File: src/rtl/uart_pkg.sv
// Shared UART definitions for uart_tx and the future uart_rx.
// Contents:
//   DefaultWidth      - default data bits per frame
//   DefaultClksPerBit - default clk cycles per bit (50 MHz / 115200)
//   tx_state_t        - transmitter FSM state encoding
package uart_pkg;

  localparam int unsigned DefaultWidth      = 8;
  localparam int unsigned DefaultClksPerBit = 434;

  typedef enum logic [2:0] {
    StIdle,
    StFetch,
    StLoad,
    StStart,
    StData,
    StStop
  } tx_state_t;

endpackage

File: src/rtl/uart_tx_if.sv
// Read-side handshake between an upstream fifo and the UART transmitter.
// Signals:
//   fifo_empty   - fifo empty flag (fifo -> uart)
//   fifo_rd_en   - one-cycle pop strobe (uart -> fifo)
//   fifo_rd_data - registered read data, valid the cycle after fifo_rd_en (fifo -> uart)
// Modports: master = uart_tx side, slave = fifo side.
interface uart_tx_if #(
  parameter int unsigned WIDTH = uart_pkg::DefaultWidth
) ();

  logic             fifo_empty;
  logic             fifo_rd_en;
  logic [WIDTH-1:0] fifo_rd_data;

  modport master (
    input  fifo_empty,
    input  fifo_rd_data,
    output fifo_rd_en
  );

  modport slave (
    output fifo_empty,
    output fifo_rd_data,
    input  fifo_rd_en
  );

endinterface

File: src/rtl/uart_baud_cnt.sv
// Baud-rate counter shared by the UART transmitter and receiver.
// Counts 0..CLKS_PER_BIT-1 and wraps; tick is high on the wrap cycle.
// Ports:
//   clk   - clock, rising edge
//   rst   - synchronous active-high reset, clears the count
//   clear - synchronous clear, holds the count at zero and suppresses tick
//   tick  - high in the last cycle of each bit period
module uart_baud_cnt import uart_pkg::*; #(
  parameter int unsigned CLKS_PER_BIT = DefaultClksPerBit
) (
  input  logic clk,
  input  logic rst,
  input  logic clear,
  output logic tick
);

  localparam int unsigned CntW = $clog2(CLKS_PER_BIT);
  localparam logic [CntW-1:0] LastCnt = CntW'(CLKS_PER_BIT - 1);

  logic [CntW-1:0] cnt_q, cnt_d;

  always_comb begin
    tick  = 1'b0;
    cnt_d = cnt_q;
    if (clear) begin
      cnt_d = '0;
    end else if (cnt_q == LastCnt) begin
      tick  = 1'b1;
      cnt_d = '0;
    end else begin
      cnt_d = cnt_q + 1'b1;
    end
  end

  always_ff @(posedge clk) begin
    if (rst) begin
      cnt_q <= '0;
    end else begin
      cnt_q <= cnt_d;
    end
  end

endmodule

File: src/rtl/uart_tx.sv
// UART transmitter: pops bytes from an upstream fifo and serialises them as
// 8N1-style frames (start bit, WIDTH data bits LSB first, one stop bit).
// Ports:
//   clk  - clock, all state updates on the rising edge
//   rst  - synchronous active-high reset, aborts any frame in progress
//   fifo - uart_tx_if master: fifo_empty / fifo_rd_en / fifo_rd_data
//   tx   - registered serial line, idle high
//   busy - high whenever the FSM is not idle (combinational from state)
module uart_tx import uart_pkg::*; #(
  parameter int unsigned WIDTH        = DefaultWidth,
  parameter int unsigned CLKS_PER_BIT = DefaultClksPerBit
) (
  input  logic     clk,
  input  logic     rst,
  uart_tx_if.master fifo,
  output logic     tx,
  output logic     busy
);

  if (CLKS_PER_BIT < 2) begin : g_clks_per_bit_check
    $fatal(1, "uart_tx: CLKS_PER_BIT must be >= 2");
  end

  localparam int unsigned BitCntW = $clog2(WIDTH) + 1;
  localparam logic [BitCntW-1:0] LastBit = BitCntW'(WIDTH - 1);

  tx_state_t           state_q, state_d;
  logic [WIDTH-1:0]    shift_q, shift_d;
  logic [BitCntW-1:0]  bit_cnt_q, bit_cnt_d;
  logic                tx_q, tx_d;
  logic                rd_en;
  logic                baud_clear;
  logic                baud_tick;

  // Baud counter is held at zero until the start bit, so START begins on count 0.
  assign baud_clear = (state_q == StIdle) || (state_q == StFetch) || (state_q == StLoad);

  uart_baud_cnt #(
    .CLKS_PER_BIT(CLKS_PER_BIT)
  ) u_baud_cnt (
    .clk  (clk),
    .rst  (rst),
    .clear(baud_clear),
    .tick (baud_tick)
  );

  always_comb begin
    state_d   = state_q;
    shift_d   = shift_q;
    bit_cnt_d = bit_cnt_q;
    rd_en     = 1'b0;
    unique case (state_q)
      StIdle: begin
        if (!fifo.fifo_empty) state_d = StFetch;
      end
      StFetch: begin
        rd_en   = 1'b1;
        state_d = StLoad;
      end
      StLoad: begin
        shift_d   = fifo.fifo_rd_data;
        bit_cnt_d = '0;
        state_d   = StStart;
      end
      StStart: begin
        if (baud_tick) state_d = StData;
      end
      StData: begin
        if (baud_tick) begin
          if (bit_cnt_q == LastBit) begin
            state_d = StStop;
          end else begin
            shift_d   = shift_q >> 1;
            bit_cnt_d = bit_cnt_q + 1'b1;
          end
        end
      end
      StStop: begin
        if (baud_tick) state_d = StIdle;
      end
      default: state_d = StIdle;
    endcase
  end

  // tx is computed from the next state so the registered line changes on the
  // same edge as the state, e.g. the start bit appears the first cycle of START.
  always_comb begin
    tx_d = 1'b1;
    unique case (state_d)
      StStart: tx_d = 1'b0;
      StData:  tx_d = shift_d[0];
      default: tx_d = 1'b1;
    endcase
  end

  always_ff @(posedge clk) begin
    if (rst) begin
      state_q   <= StIdle;
      shift_q   <= '0;
      bit_cnt_q <= '0;
      tx_q      <= 1'b1;
    end else begin
      state_q   <= state_d;
      shift_q   <= shift_d;
      bit_cnt_q <= bit_cnt_d;
      tx_q      <= tx_d;
    end
  end

  assign fifo.fifo_rd_en = rd_en;
  assign tx              = tx_q;
  assign busy            = (state_q != StIdle);

endmodule

File: src/flat_wrapper.sv
// flat-port wrapper written by rule: the top's interface ports become plain ports
module uart_tx_flat import uart_pkg::*;
#(
  parameter int unsigned WIDTH        = DefaultWidth,
  parameter int unsigned CLKS_PER_BIT = DefaultClksPerBit
)
  (clk, rst, tx, busy, fifo_fifo_empty, fifo_fifo_rd_data, fifo_fifo_rd_en);
  uart_tx_if #(.WIDTH(WIDTH)) fifo_i ();
  input  logic clk;
  input  logic rst;
  output logic tx;
  output logic busy;
  input wire logic [$bits(fifo_i.fifo_empty)-1:0] fifo_fifo_empty;
  input wire logic [$bits(fifo_i.fifo_rd_data)-1:0] fifo_fifo_rd_data;
  output wire logic [$bits(fifo_i.fifo_rd_en)-1:0] fifo_fifo_rd_en;
  assign fifo_i.fifo_empty = fifo_fifo_empty;
  assign fifo_i.fifo_rd_data = fifo_fifo_rd_data;
  assign fifo_fifo_rd_en = fifo_i.fifo_rd_en;
  uart_tx #(.WIDTH(WIDTH), .CLKS_PER_BIT(CLKS_PER_BIT)) u_core (.clk(clk), .rst(rst), .fifo(fifo_i), .tx(tx), .busy(busy));
endmodule
File: config.mk
export PLATFORM = sky130hd
export DESIGN_NAME = uart_tx_flat
export DESIGN_NICKNAME = d
export VERILOG_FILES = /design/src/rtl/uart_pkg.sv /design/src/rtl/uart_tx_if.sv /design/src/rtl/uart_baud_cnt.sv /design/src/rtl/uart_tx.sv /design/src/flat_wrapper.sv
export SDC_FILE = /design/constraint.sdc
export NUM_CORES = 1
export LEC_CHECK = 0
export BUFFER_PORTS_ARGS = -buffer_cell sky130_fd_sc_hd__buf_2
export CAP_MARGIN = 20
export CORE_MARGIN = 4
export CORE_UTILIZATION = 30
export CTS_CLUSTER_SIZE = 12
export DETAILED_ROUTE_END_ITERATION = 10
export HOLD_SLACK_MARGIN = 0.1
export PLACE_DENSITY = 0.43
export SKIP_CTS_REPAIR_TIMING = 1
export SYNTH_ARGS = -nofsm -noshare
export SYNTH_HDL_FRONTEND = slang
export SYNTH_SLANG_ARGS = --single-unit
File: constraint.sdc
create_clock -name clk -period 2.2 [get_ports clk]
set_input_delay 0.11 -clock clk [delete_from_list [all_inputs] [get_ports clk]]
set_output_delay 0.11 -clock clk [all_outputs]
set_load 0.1 [all_outputs]
After elaboration in Yosys (flattened, before gate mapping)
Cells that the tools add are included.
- eq/ne operators: 11
- muxes and demuxes: 16
- reductions and logical operators: 7
- $add $sub $neg: 2
- operators by type and width (kind ; number):
    3-bit case mux with 6 select lines ; 1
    8-bit two-way mux ; 2
    8-bit case mux with 2 select lines ; 1
    3-bit two-way mux ; 5
    9-bit by 1-bit adder with 9-bit output (second input constant) ; 1
    3-bit by 2-bit == test with 1-bit output (second input constant) ; 3
    3-bit == test (second input constant) ; 3
    9-bit == test (second input constant) ; 1
    4-bit two-way mux ; 2
    4-bit case mux with 2 select lines ; 1
    4-bit by 1-bit adder with 4-bit output (second input constant) ; 1
    4-bit by 3-bit == test with 1-bit output (second input constant) ; 1
    3-bit by 1-bit == test with 1-bit output (second input constant) ; 1
    3-bit logical NOT ; 1
    1-bit two-way mux ; 3
    3-bit AND reduction ; 1
    3-bit nonzero test ; 1
    3-bit OR reduction ; 1
    1-bit logical OR ; 2
    2-bit by 1-bit != test with 1-bit output (second input constant) ; 1
    2-bit != test (second input constant) ; 1
    1-bit case mux with 2 select lines ; 1
    2-bit nonzero test ; 1
- output and inout bits: 3
- register bits: 25

Logic depth before layout (Yosys ltp)
Gate-level depths: netlist of run 1.
- depth in word-level cells: 8
- gate-level depth with buffers: 8

Cells and area by module
Synthesis of run 1 repeated with hierarchy kept, for this count alone.
- cells, all modules: 134
- area total of the unflattened synthesis: 1188.6 µm²
- modules (own cells, without submodules) (module ; seq. area each (µm²) ; cells an instance ; instances ; area an instance (µm²)):
    uart_tx ; 320.3 ; 85 ; 1 ; 740.7
    uart_baud_cnt ; 180.2 ; 49 ; 1 ; 447.9

Worst setup path before layout of run 1
OpenSTA, ideal clock, no wires.
- path kind: flip-flop to output port
- from: reg u_core.state_q[0]
- to: out fifo_fifo_rd_en
- buffers on the path: 1
- path slack: -0.722 ns
- data required time: 2.090 ns
- cell stages (with the launch flop): 3
- arrival time: 2.812 ns
- path through: dfxtp_1 > clkbuf_1 > nor3b_1
- longest elaborated chain between the ends: 2
- ends and longest elaborated chain (item ; line ; source):
    start: declaration ; uart_tx.sv:27 ; tx_state_t state_q, state_d;
    start signal: assignment ; uart_tx.sv:98 ; state_q <= StIdle;
    start signal: assignment ; uart_tx.sv:103 ; state_q <= state_d;
    3-bit by 1-bit == test with 1-bit output ; uart_tx.sv:52 ; unique case (state_q)
    1-bit two-way mux ; uart_tx.sv:52 ;
    end: declaration ; flat_wrapper.sv:15 ; output wire logic [$bits(fifo_i.fifo_rd_en)-1:0] fifo_fifo_rd_en;
No other way between the ends.

Final worst setup path of run 1
- from: reg u_core.u_baud_cnt.cnt_q[0]
- to: reg u_core.bit_cnt_q[3]
- longest elaborated chain between the ends: 5
- ends and longest elaborated chain (item ; line ; source):
    start: declaration ; uart_baud_cnt.sv:20 ; logic [CntW-1:0] cnt_q, cnt_d;
    start signal: assignment ; uart_baud_cnt.sv:39 ; cnt_q <= cnt_d;
    9-bit == test ; uart_baud_cnt.sv:27 ; end else if (cnt_q == LastCnt) begin
    1-bit two-way mux ; uart_baud_cnt.sv:27 ;
    1-bit two-way mux ; uart_baud_cnt.sv:25 ; if (clear) begin
    2-bit by 1-bit != test with 1-bit output (no source line) ; n/a ;
    3-bit AND reduction (no source line) ; n/a ;
    end signal: assignment ; uart_tx.sv:105 ; bit_cnt_q <= bit_cnt_d;
    end: declaration ; uart_tx.sv:29 ; logic [BitCntW-1:0] bit_cnt_q, bit_cnt_d;
No other way between the ends.
A chain may end at the register's enable or synchronous reset.

==> results.md, run 1 <==
* Pwr dens at 636 nW/um^2
* Final Setup Violations at 0
* Most frequent cell after synthesis: dfxtp_1
* Max-Cap Viols at 0
* Top cells by count, synth: dfxtp_1, nor2_1, a21oi_1, nand2_1
* Final Non-Filler Cells at 192
* Crit end category: register
* Worst Hold Class: in2reg
* CP max-delay cell: dfxtp_1
* Fmax at 0.564 GHz
* Crit path launch type: register
* Power Total at 861 uW
* Gr ovfl total at 0
* Area Growth Syn to Fin at 15.4%
* Number of cell rows at 22
* Via count at 936
* Iteration-0 DRC Markers at 51
* Cells after Synth at 130
* Initial antenna violation count at 0
* Peak supply drop at 0.000229 V
* Boundary Pins at 14
* Kind of critical path: reg2reg
* Largest net degree at the start of global routing at 18
* Fin area at 1350 um^2
* Max Slew Vio Count at 0
* H-Tree Depth at 1
* Placed cells at 187
* Syn avg cell area at 9.02 um^2
* Max clock buf depth at 2
* Unique cell type count in the Yosys netlist at 32
* Initial Util at 0.315
* Critical Path AT at 1.97 ns
* RSZ-0062 raised after global routing: false
* Antenna Cells at 0
* Outcome: finished, final reports clean
* Share of layout cells above drive strength 1 at 0.181
* Final Cycle Share at 0.805
* Post-synth ARST share at 0
* DRC at 0
* CORE AREA at 3720 um^2
* Tot GR Track Use at 0.0957
* Clk_lat worst skew at 0.26 ns
* Fin util at 0.364
* Synth area leader: dfxtp_1
* Sink Count at 25
* Vias in the first global route at 873
* First-pass GRT wire length at 3930 um
* Top cells by area, synth: dfxtp_1, nor2_1, a21oi_1
* Max stage delay on crit path at 0.38 ns
* Final Wtd Congestion at 0.729
* Final count of hold timing violations at 0
* P_leak at 0.494 nW
* Top-area cell type share of the netlist area at 0.427
* 1st-pass router iterations at 4
* Clk slew on worst S/H paths at 0.09 ns
* Post-synth EDFFs at 0
* Detail Placement HPWL at 1640 um
* Total clock buffers created by CTS at 3
* Die X at 70.5 um
* TritonCTS clock tree: built
* Cell Area, Synth at 1170 um^2
* Wire length per cell at 11.4 um
* Main flop type after synthesis: dfxtp_1
* Seq/Total Area, Yosys at 0.427
* Die Area at 4970 um^2
* Drt total wl at 2190 um
* Die Ht at 70.5 um
* #FFs+latches synth at 25
* Minimum clock period at 1.77 ns
* Root buffer cell: clkbuf_8
* Net Count, Synth at 144
* Fin nets at 159
* Final ANT Viol Nets at 0
* Fill count at 379
* Setup TNS at 0 ns
* DR vias/cell at 4.88
* CP cell instances: ha_1 > nand4b_2 > nor4b_4 > buf_4 > nand4_1 > xor2_1 > nor3_1
* IO buf count at 13
* Setup Skew at 0.00770 ns
* Worst slew pin tran at 0.507 ns
* Max-slew headroom at 0.660
* Syn. warnings at 0
* DP Area at 1300 um^2
* Crit Path Max Fanout at 7
* Required time of the critical path at 2.39 ns
## placed cells by master, fill, tap and decap left out, types with 5 or more instances in the layout
master / Yosys / final
a21oi_1: 13 / 13
nor2_1: 18 / 18
a22oi_1: 6 / 6
nand2_1: 10 / 10
buf_2: 2 / 13
dfxtp_1: 25 / 25
nand3_1: 6 / 6
xor2_1: 5 / 5
## worst max-delay path: cells and delay by family, from the launching register on
family                   cells  cell delay (ns)
adder cells (fa/ha/maj)      1             0.19
buffers and inverters        1             0.21
XOR/XNOR                     1             0.15
AND/OR/NAND/NOR              4             0.77
flip-flops                   1             0.38
## layout make-up
class	count	area, um^2	area share
clock inverters	1	5.00	0.00370
multi-input cells	95	637	0.471
flip-flops and latches	25	500	0.370
repair buffers	17	97.6	0.0722
well taps	48	60.1	0.0444
inverters	3	11.3	0.00833
clock buffers	3	41.3	0.0305
## registers in the layout, summed over array words and instances (netlist names)
signal and flops:
u_core.u_baud_cnt.cnt_q 9, u_core.shift_q 8, u_core.bit_cnt_q 4, u_core.state_q 3, u_core.tx 1
## power breakdown
group	internal [mW]	total, mW	switching (mW)
Combinational	0.0340	0.117	0.0834
Sequential	0.466	0.479	0.0130
Clock	0.126	0.264	0.138
## stage by stage
stage	hold WS, ns	worst slack, ns
after floorplan	0.251	0.259
after detailed placement	0.349	0.415
after global placement	0.340	0.421
final	0.133	0.428
after global routing	0.144	0.227
after CTS	0.0564	0.416
## final timing paths
kind / depth (start not counted) / slack, ns / end / startpoint
worst max register to register: 7 / 0.43 / u_core.bit_cnt_q[3] / u_core.u_baud_cnt.cnt_q[0]
worst max-delay path: 7 / 0.43 / u_core.bit_cnt_q[3] / u_core.u_baud_cnt.cnt_q[0]
worst min-delay path: 3 / 0.13 / u_core.shift_q[5] / fifo_fifo_rd_data[5]
worst min register to register: 2 / 0.46 / u_core.shift_q[4] / u_core.shift_q[4]
## layer usage
metal  global-route usage  routed length, um  vias to the layer above
li1                     -                  -                      485
met1                0.129               1090                      437
met2                0.149               1010                       12
met3               0.0245                 79                        2
met4               0.0319                 18                        0
met5                    0                  0                        -
## cells by family (layout without fill, tap and decap cells)
| family | Yosys count | count (layout) | synth area share |
|---|---|---|---|
| and+or+nand+nor | 55 | 55 | 0.288 |
| muxes | 3 | 3 | 0.0256 |
| AOI/OAI and AO/OA | 26 | 26 | 0.133 |
| DFF | 25 | 25 | 0.427 |
| adders and majority gates | 3 | 3 | 0.0320 |
| buffers and inverters | 10 | 24 | 0.0342 |
| xor gates and xnor gates | 8 | 8 | 0.0598 |
(Power assumes the default switching activity.)
==> inputs of run 2 (changes only) <==
--- a/config.mk
+++ b/config.mk
@@ -5,6 +5,7 @@
 export SDC_FILE = /design/constraint.sdc
 export NUM_CORES = 1
 export LEC_CHECK = 0
+export ABC_AREA = 1
 export BUFFER_PORTS_ARGS = -buffer_cell sky130_fd_sc_hd__buf_2
 export CAP_MARGIN = 20
 export CORE_MARGIN = 4
@@ -12,7 +13,7 @@
 export CTS_CLUSTER_SIZE = 12
 export DETAILED_ROUTE_END_ITERATION = 10
 export HOLD_SLACK_MARGIN = 0.1
-export PLACE_DENSITY = 0.43
+export PLACE_DENSITY = 0.42
 export SKIP_CTS_REPAIR_TIMING = 1
 export SYNTH_ARGS = -nofsm -noshare
 export SYNTH_HDL_FRONTEND = slang
==> constraint.sdc (replaced) <==
create_clock -name clk -period 1.7 [get_ports clk]
set_input_delay 0.085 -clock clk [delete_from_list [all_inputs] [get_ports clk]]
set_output_delay 0.085 -clock clk [all_outputs]
set_load 0.1 [all_outputs]
==> run 2 against run 1 <==
Setup slack worse by 0.23 ns. Global-route usage is 1.5 points higher. Final cell count is 25% higher. Total power is 50% higher. Critical path depth is 2 higher. Critical path type unchanged.
==> results.md, run 2 <==
* RSZ-0062 raised after global routing: false
* Commonest non-fill, non-tap cell in the layout: nand2_1
* Root buffer cell: clkbuf_8
* Hold depth at 3
* Flip-flop and latch area at 500 um^2
* Pwr dens at 855 nW/um^2
* Via count at 1102
* Top-area cell type share of the netlist area at 0.389
* RR Endpoint: u_core.bit_cnt_q[2]
* Kind of critical path: reg2reg
* Largest net degree at the start of global routing at 15
* Max-slew headroom at 0.678
* Total clock buffers created by CTS at 3
* CORE AREA at 4090 um^2
* Share of layout cells above drive strength 1 at 0.242
* Setup Skew at 0.00965 ns
* First-pass GRT wire length at 4760 um
* Fin nets at 205
* Final ANT Viol Nets at 0
* Final hold slack at 0.0833 ns
* #FFs+latches synth at 25
* Cells after Synth at 169
* IO buf count at 13
* Number of cell rows at 23
* Final Setup Violations at 0
* Detail Placement HPWL at 1990 um
* Peak supply drop at 0.000366 V
* Tot GR Track Use at 0.111
* Max clock buf depth at 2
* Xor and xnor area share after synthesis at 0.0136
* TritonCTS clock tree: built
* Net Count, Synth at 183
* Final Cycle Share at 0.884
* Final count of hold timing violations at 0
* Cell Area, Synth at 1290 um^2
* DRC at 0
* Fmax at 0.666 GHz
* Multiplexer share of the synthesized area at 0
* R2R Path Start: u_core.bit_cnt_q[0]
* Largest Register: u_core.u_baud_cnt.cnt_q
* Biggest regs: u_core.u_baud_cnt.cnt_q: 9 flops, u_core.shift_q: 8 flops, u_core.bit_cnt_q: 4 flops
* Area Growth Syn to Fin at 17.1%
* Most frequent cell after synthesis: nand2_1
* Post-synth EDFFs at 0
* H-Tree Depth at 1
* Syn. warnings at 0
* Commonest non-fill, non-tap cells in the layout: nand2_1, dfxtp_1, nand3_1
* Setup TNS at 0 ns
* Sink Count at 25
* Vias in the first global route at 1109
* Worst hold start: fifo_fifo_rd_data[6]
* DR vias/cell at 4.59
* Die Ht at 73.5 um
* R2R Setup Slk at 0.20 ns
* Critical Path AT at 1.68 ns
* Main flop type after synthesis: dfxtp_1
* Required time of the critical path at 1.88 ns
* Crit path launch type: register
* Antenna Cells at 0
* Fill count at 440
* Power Total at 1.29 mW
* Initial Util at 0.315
* P_leak at 0.622 nW
* Unique cell type count in the Yosys netlist at 30
* Wire length per cell at 10.8 um
* Outcome: finished, final reports clean
* Top cells by area, synth: dfxtp_1, nand2_1, nand3_1
* Seq/Total Area, Yosys at 0.389
* Max Slew Vio Count at 0
* Syn avg cell area at 7.62 um^2
* Die Area at 5400 um^2
* Hold Path End: u_core.shift_q[6]
* Initial antenna violation count at 0
* Max-Cap Viols at 0
* Worst slew pin tran at 0.486 ns
* Post-synth ARST share at 0
* Gr ovfl total at 0
* Crit Path Max Fanout at 10
* Die X at 73.5 um
* Clk_lat worst skew at 0.27 ns
* Worst reg-to-reg path cell count at 9
* Main combinational cell family by area after synthesis: simple AND/OR/NAND/NOR gates
* Drt total wl at 2580 um
* Minimum clock period at 1.50 ns
* Crit end category: register
* Max reg flops at 9
* 1st-pass router iterations at 4
* Top cells by count, synth: nand2_1, dfxtp_1, nand3_1, nor2_1, inv_1
* Post-synthesis simple-gate area fraction at 0.395
* Adder-cell area share of the yosys netlist at 0.0292
* Iteration-0 DRC Markers at 31
* Clk slew on worst S/H paths at 0.10 ns
* Multi-input logic area at 704 um^2
* Synth Area in Compound Gates at 0.106
* Synth area leader: dfxtp_1
* Final Wtd Congestion at 0.711
* Boundary Pins at 14
* Worst Hold Class: in2reg
-- run 2: cell families after synthesis --
logic type / after synthesis
AND/OR/NAND/NOR: 98
flip-flops: 25
AO/OA/AOI/OAI: 21
buffers and inverters: 20
adder cells (fa/ha/maj): 3
XOR/XNOR: 2
-- run 2: worst max-delay path by stage --
stage	startpoint	to	slack (ns)
finish	u_core.bit_cnt_q[0]	u_core.bit_cnt_q[2]	0.20
global placement	u_core.bit_cnt_q[0]	u_core.bit_cnt_q[1]	0.21
detailed placement	u_core.bit_cnt_q[0]	u_core.bit_cnt_q[2]	0.18
CTS	u_core.bit_cnt_q[0]	u_core.tx	0.17
global route	u_core.bit_cnt_q[0]	u_core.tx	0.02
floorplan	u_core.state_q[1]	u_core.state_q[1]	0.1
-- run 2: report_power, final --
group	switching, mW	leakage (nW)	internal, mW
Combinational	0.221	0.394	0.0763
Clock	0.195	0.0255	0.164
Sequential	0.0185	0.202	0.615
-- run 2: final cells by class --
type                       instances  share of cell area
tap                               50              0.0415
timing repair buffer              18              0.0763
multi-input combinational        124               0.467
inverter                          19              0.0523
clock buffer                       3              0.0274
sequential                        25               0.332
clock inverter                     1             0.00332
-- run 2: metal layers --
metal	vias to the layer above	GRT usage	routed length, um
li1	588	-	-
met1	494	0.145	1350
met2	18	0.172	1100
met3	2	0.0287	111
met4	0	0.0483	22
met5	-	0	0
-- run 2: through the flow --
step                      cell area (um^2)  utilization  instances  setup slack, ns
after global placement                1410        0.345        231            0.208
after floorplan                       1290            -        169           0.0963
after global routing                  1510        0.369        240           0.0170
after detailed placement              1410        0.345        231            0.185
after CTS                             1460        0.357        235            0.170
final                                 1510        0.369        240            0.198
-- run 2: critical path, cell delays in order (launching register included) --
cell and delay, ns:
dfxtp_1 0.35, ha_1 0.25, nand2_1 0.15, nor2_4 0.05
nor2_4 0.21, nand2_4 0.11, nand2_8 0.10, inv_8 0.05
nor2_2 0.09, nor3_2 0.05
==> inputs of run 3 (changes only) <==
--- a/config.mk
+++ b/config.mk
@@ -5,15 +5,14 @@
 export SDC_FILE = /design/constraint.sdc
 export NUM_CORES = 1
 export LEC_CHECK = 0
-export ABC_AREA = 1
-export BUFFER_PORTS_ARGS = -buffer_cell sky130_fd_sc_hd__buf_2
-export CAP_MARGIN = 20
+export BUFFER_PORTS_ARGS = -buffer_cell sky130_fd_sc_hd__buf_4
+export CAP_MARGIN = 40
 export CORE_MARGIN = 4
 export CORE_UTILIZATION = 30
 export CTS_CLUSTER_SIZE = 12
 export DETAILED_ROUTE_END_ITERATION = 10
 export HOLD_SLACK_MARGIN = 0.1
-export PLACE_DENSITY = 0.42
+export PLACE_DENSITY = 0.43
 export SKIP_CTS_REPAIR_TIMING = 1
 export SYNTH_ARGS = -nofsm -noshare
 export SYNTH_HDL_FRONTEND = slang
==> run 3 against run 2 <==
Critical path depth is 3 lower. Clock power is 3% higher. Critical path type unchanged. Largest power group unchanged. Count of clock-buffer cells in the layout stayed put. Global-route usage is 1.6 points lower. Fmax is 9.7% lower. Via count is 8.8% lower.
==> results.md, run 3 (synthesized netlist as in run 1, its figures left out) <==
* Setup Skew at 0.00714 ns
* Wire length per cell at 11.3 um
* Final Non-Filler Cells at 212
* RSZ-0062 raised after global routing: true
* Final ANT Viol Nets at 0
* Max reg flops at 9
* Fill count at 378
* IO buf count at 13
* Initial antenna violation count at 0
* Fmax at 0.601 GHz
* P_leak at 0.622 nW
* Fin area at 1580 um^2
* Placed cells at 199
* CORE AREA at 3720 um^2
* Clk slew on worst S/H paths at 0.10 ns
* Worst slew pin tran at 0.413 ns
* Die Area at 4970 um^2
* Max clock buf depth at 2
* Initial Util at 0.315
* Largest Register: u_core.u_baud_cnt.cnt_q
* Via count at 1005
* Tot GR Track Use at 0.0952
* Vias in the first global route at 911
* Detail Placement HPWL at 1710 um
* Clk_lat worst skew at 0.27 ns
* 1st-pass router iterations at 4
* Crit path launch type: register
* Final Cycle Share at 0.979
* Setup WS pre-CTS at -0.0350 ns
* Drt total wl at 2390 um
* Die Ht at 70.5 um
* Largest net degree at the start of global routing at 18
* Worst Hold Class: in2reg
* Max-slew headroom at 0.724
* Setup ws final at 0.0362 ns
* Required time of the critical path at 1.90 ns
* Share of layout cells above drive strength 1 at 0.323
* Pwr dens at 741 nW/um^2
* Iteration-0 DRC Markers at 46
* DRC at 0
* TritonCTS clock tree: built
* Number of cell rows at 22
* Setup TNS at 0 ns
* Commonest non-fill, non-tap cells in the layout: buf_4, dfxtp_1, nor2_1
* Total clock buffers created by CTS at 3
* Final count of hold timing violations at 0
* Commonest non-fill, non-tap cell in the layout: buf_4
* DP Area at 1420 um^2
* Crit end category: register
* Gr ovfl total at 0
* Minimum clock period at 1.66 ns
* Outcome: finished, final reports clean
* Boundary Pins at 14
* Max Slew Vio Count at 0
* Antenna Cells at 0
* Crit Path Max Fanout at 3
* Fin nets at 179
* Max-Cap Viols at 0
* Peak supply drop at 0.000461 V
* Kind of critical path: reg2reg
* DR vias/cell at 4.74
* H-Tree Depth at 1
* Sink Count at 25
* First-pass GRT wire length at 3880 um
* Final Setup Violations at 0
* Die X at 70.5 um
* Biggest regs: u_core.u_baud_cnt.cnt_q: 9 flops, u_core.shift_q: 8 flops, u_core.bit_cnt_q: 4 flops
* Root buffer cell: clkbuf_8
* Final Wtd Congestion at 0.715
* Critical Path AT at 1.86 ns
* Area Growth Syn to Fin at 34.8%
* Fin util at 0.425
-- run 3: area by class of cell --
cell class | instances | area (um^2) | share of cell area
multi-input combinational | 95 | 667 | 0.422
sequential | 25 | 504 | 0.319
clock buffer | 3 | 41.3 | 0.0261
inverter | 3 | 11.3 | 0.00713
clock inverter | 1 | 7.51 | 0.00475
tap | 48 | 60.1 | 0.0380
timing repair buffer | 37 | 289 | 0.183
-- run 3: per-layer routing --
layer,share of wire,wire length (um),up-vias,track usage
li1,-,-,531,-
met1,0.50,1200,460,0.121
met2,0.46,1100,12,0.154
met3,0.033,78,2,0.0317
met4,0.0067,16,0,0.0255
met5,0,0,-,0
-- run 3: final timing paths --
| path | to | start | slack (ns) | cells after the start |
|---|---|---|---|---|
| worst min-delay path | u_core.shift_q[3] | fifo_fifo_rd_data[3] | 0.09 | 3 |
| worst max register to register | u_core.tx | u_core.bit_cnt_q[0] | 0.04 | 6 |
| worst max-delay path | u_core.tx | u_core.bit_cnt_q[0] | 0.04 | 6 |
| worst min register to register | u_core.shift_q[5] | u_core.shift_q[5] | 0.46 | 2 |
-- run 3: worst max-delay path: stages, from the launching register on --
cell and delay (ns):
dfxtp_2 0.33, ha_2 0.17, and3b_2 0.22, nor4b_4 0.29, mux2i_2 0.30, o21bai_1 0.10
a31oi_1 0.17
-- run 3: per-stage QoR --
stage	hold WS [ns]	power, mW
final	0.0917	1.17
after global routing	0.101	1.22
after CTS	0.0295	1.18
after detailed placement	0.328	0.805
after global placement	0.316	0.805
after floorplan	0.226	0.750
-- run 3: power breakdown --
| group | internal (mW) | switching [mW] | total (mW) |
|---|---|---|---|
| clock network | 0.166 | 0.203 | 0.369 |
| registers | 0.603 | 0.0118 | 0.615 |
| logic | 0.0695 | 0.117 | 0.187 |
| total | 0.839 | 0.332 | 1.17 |
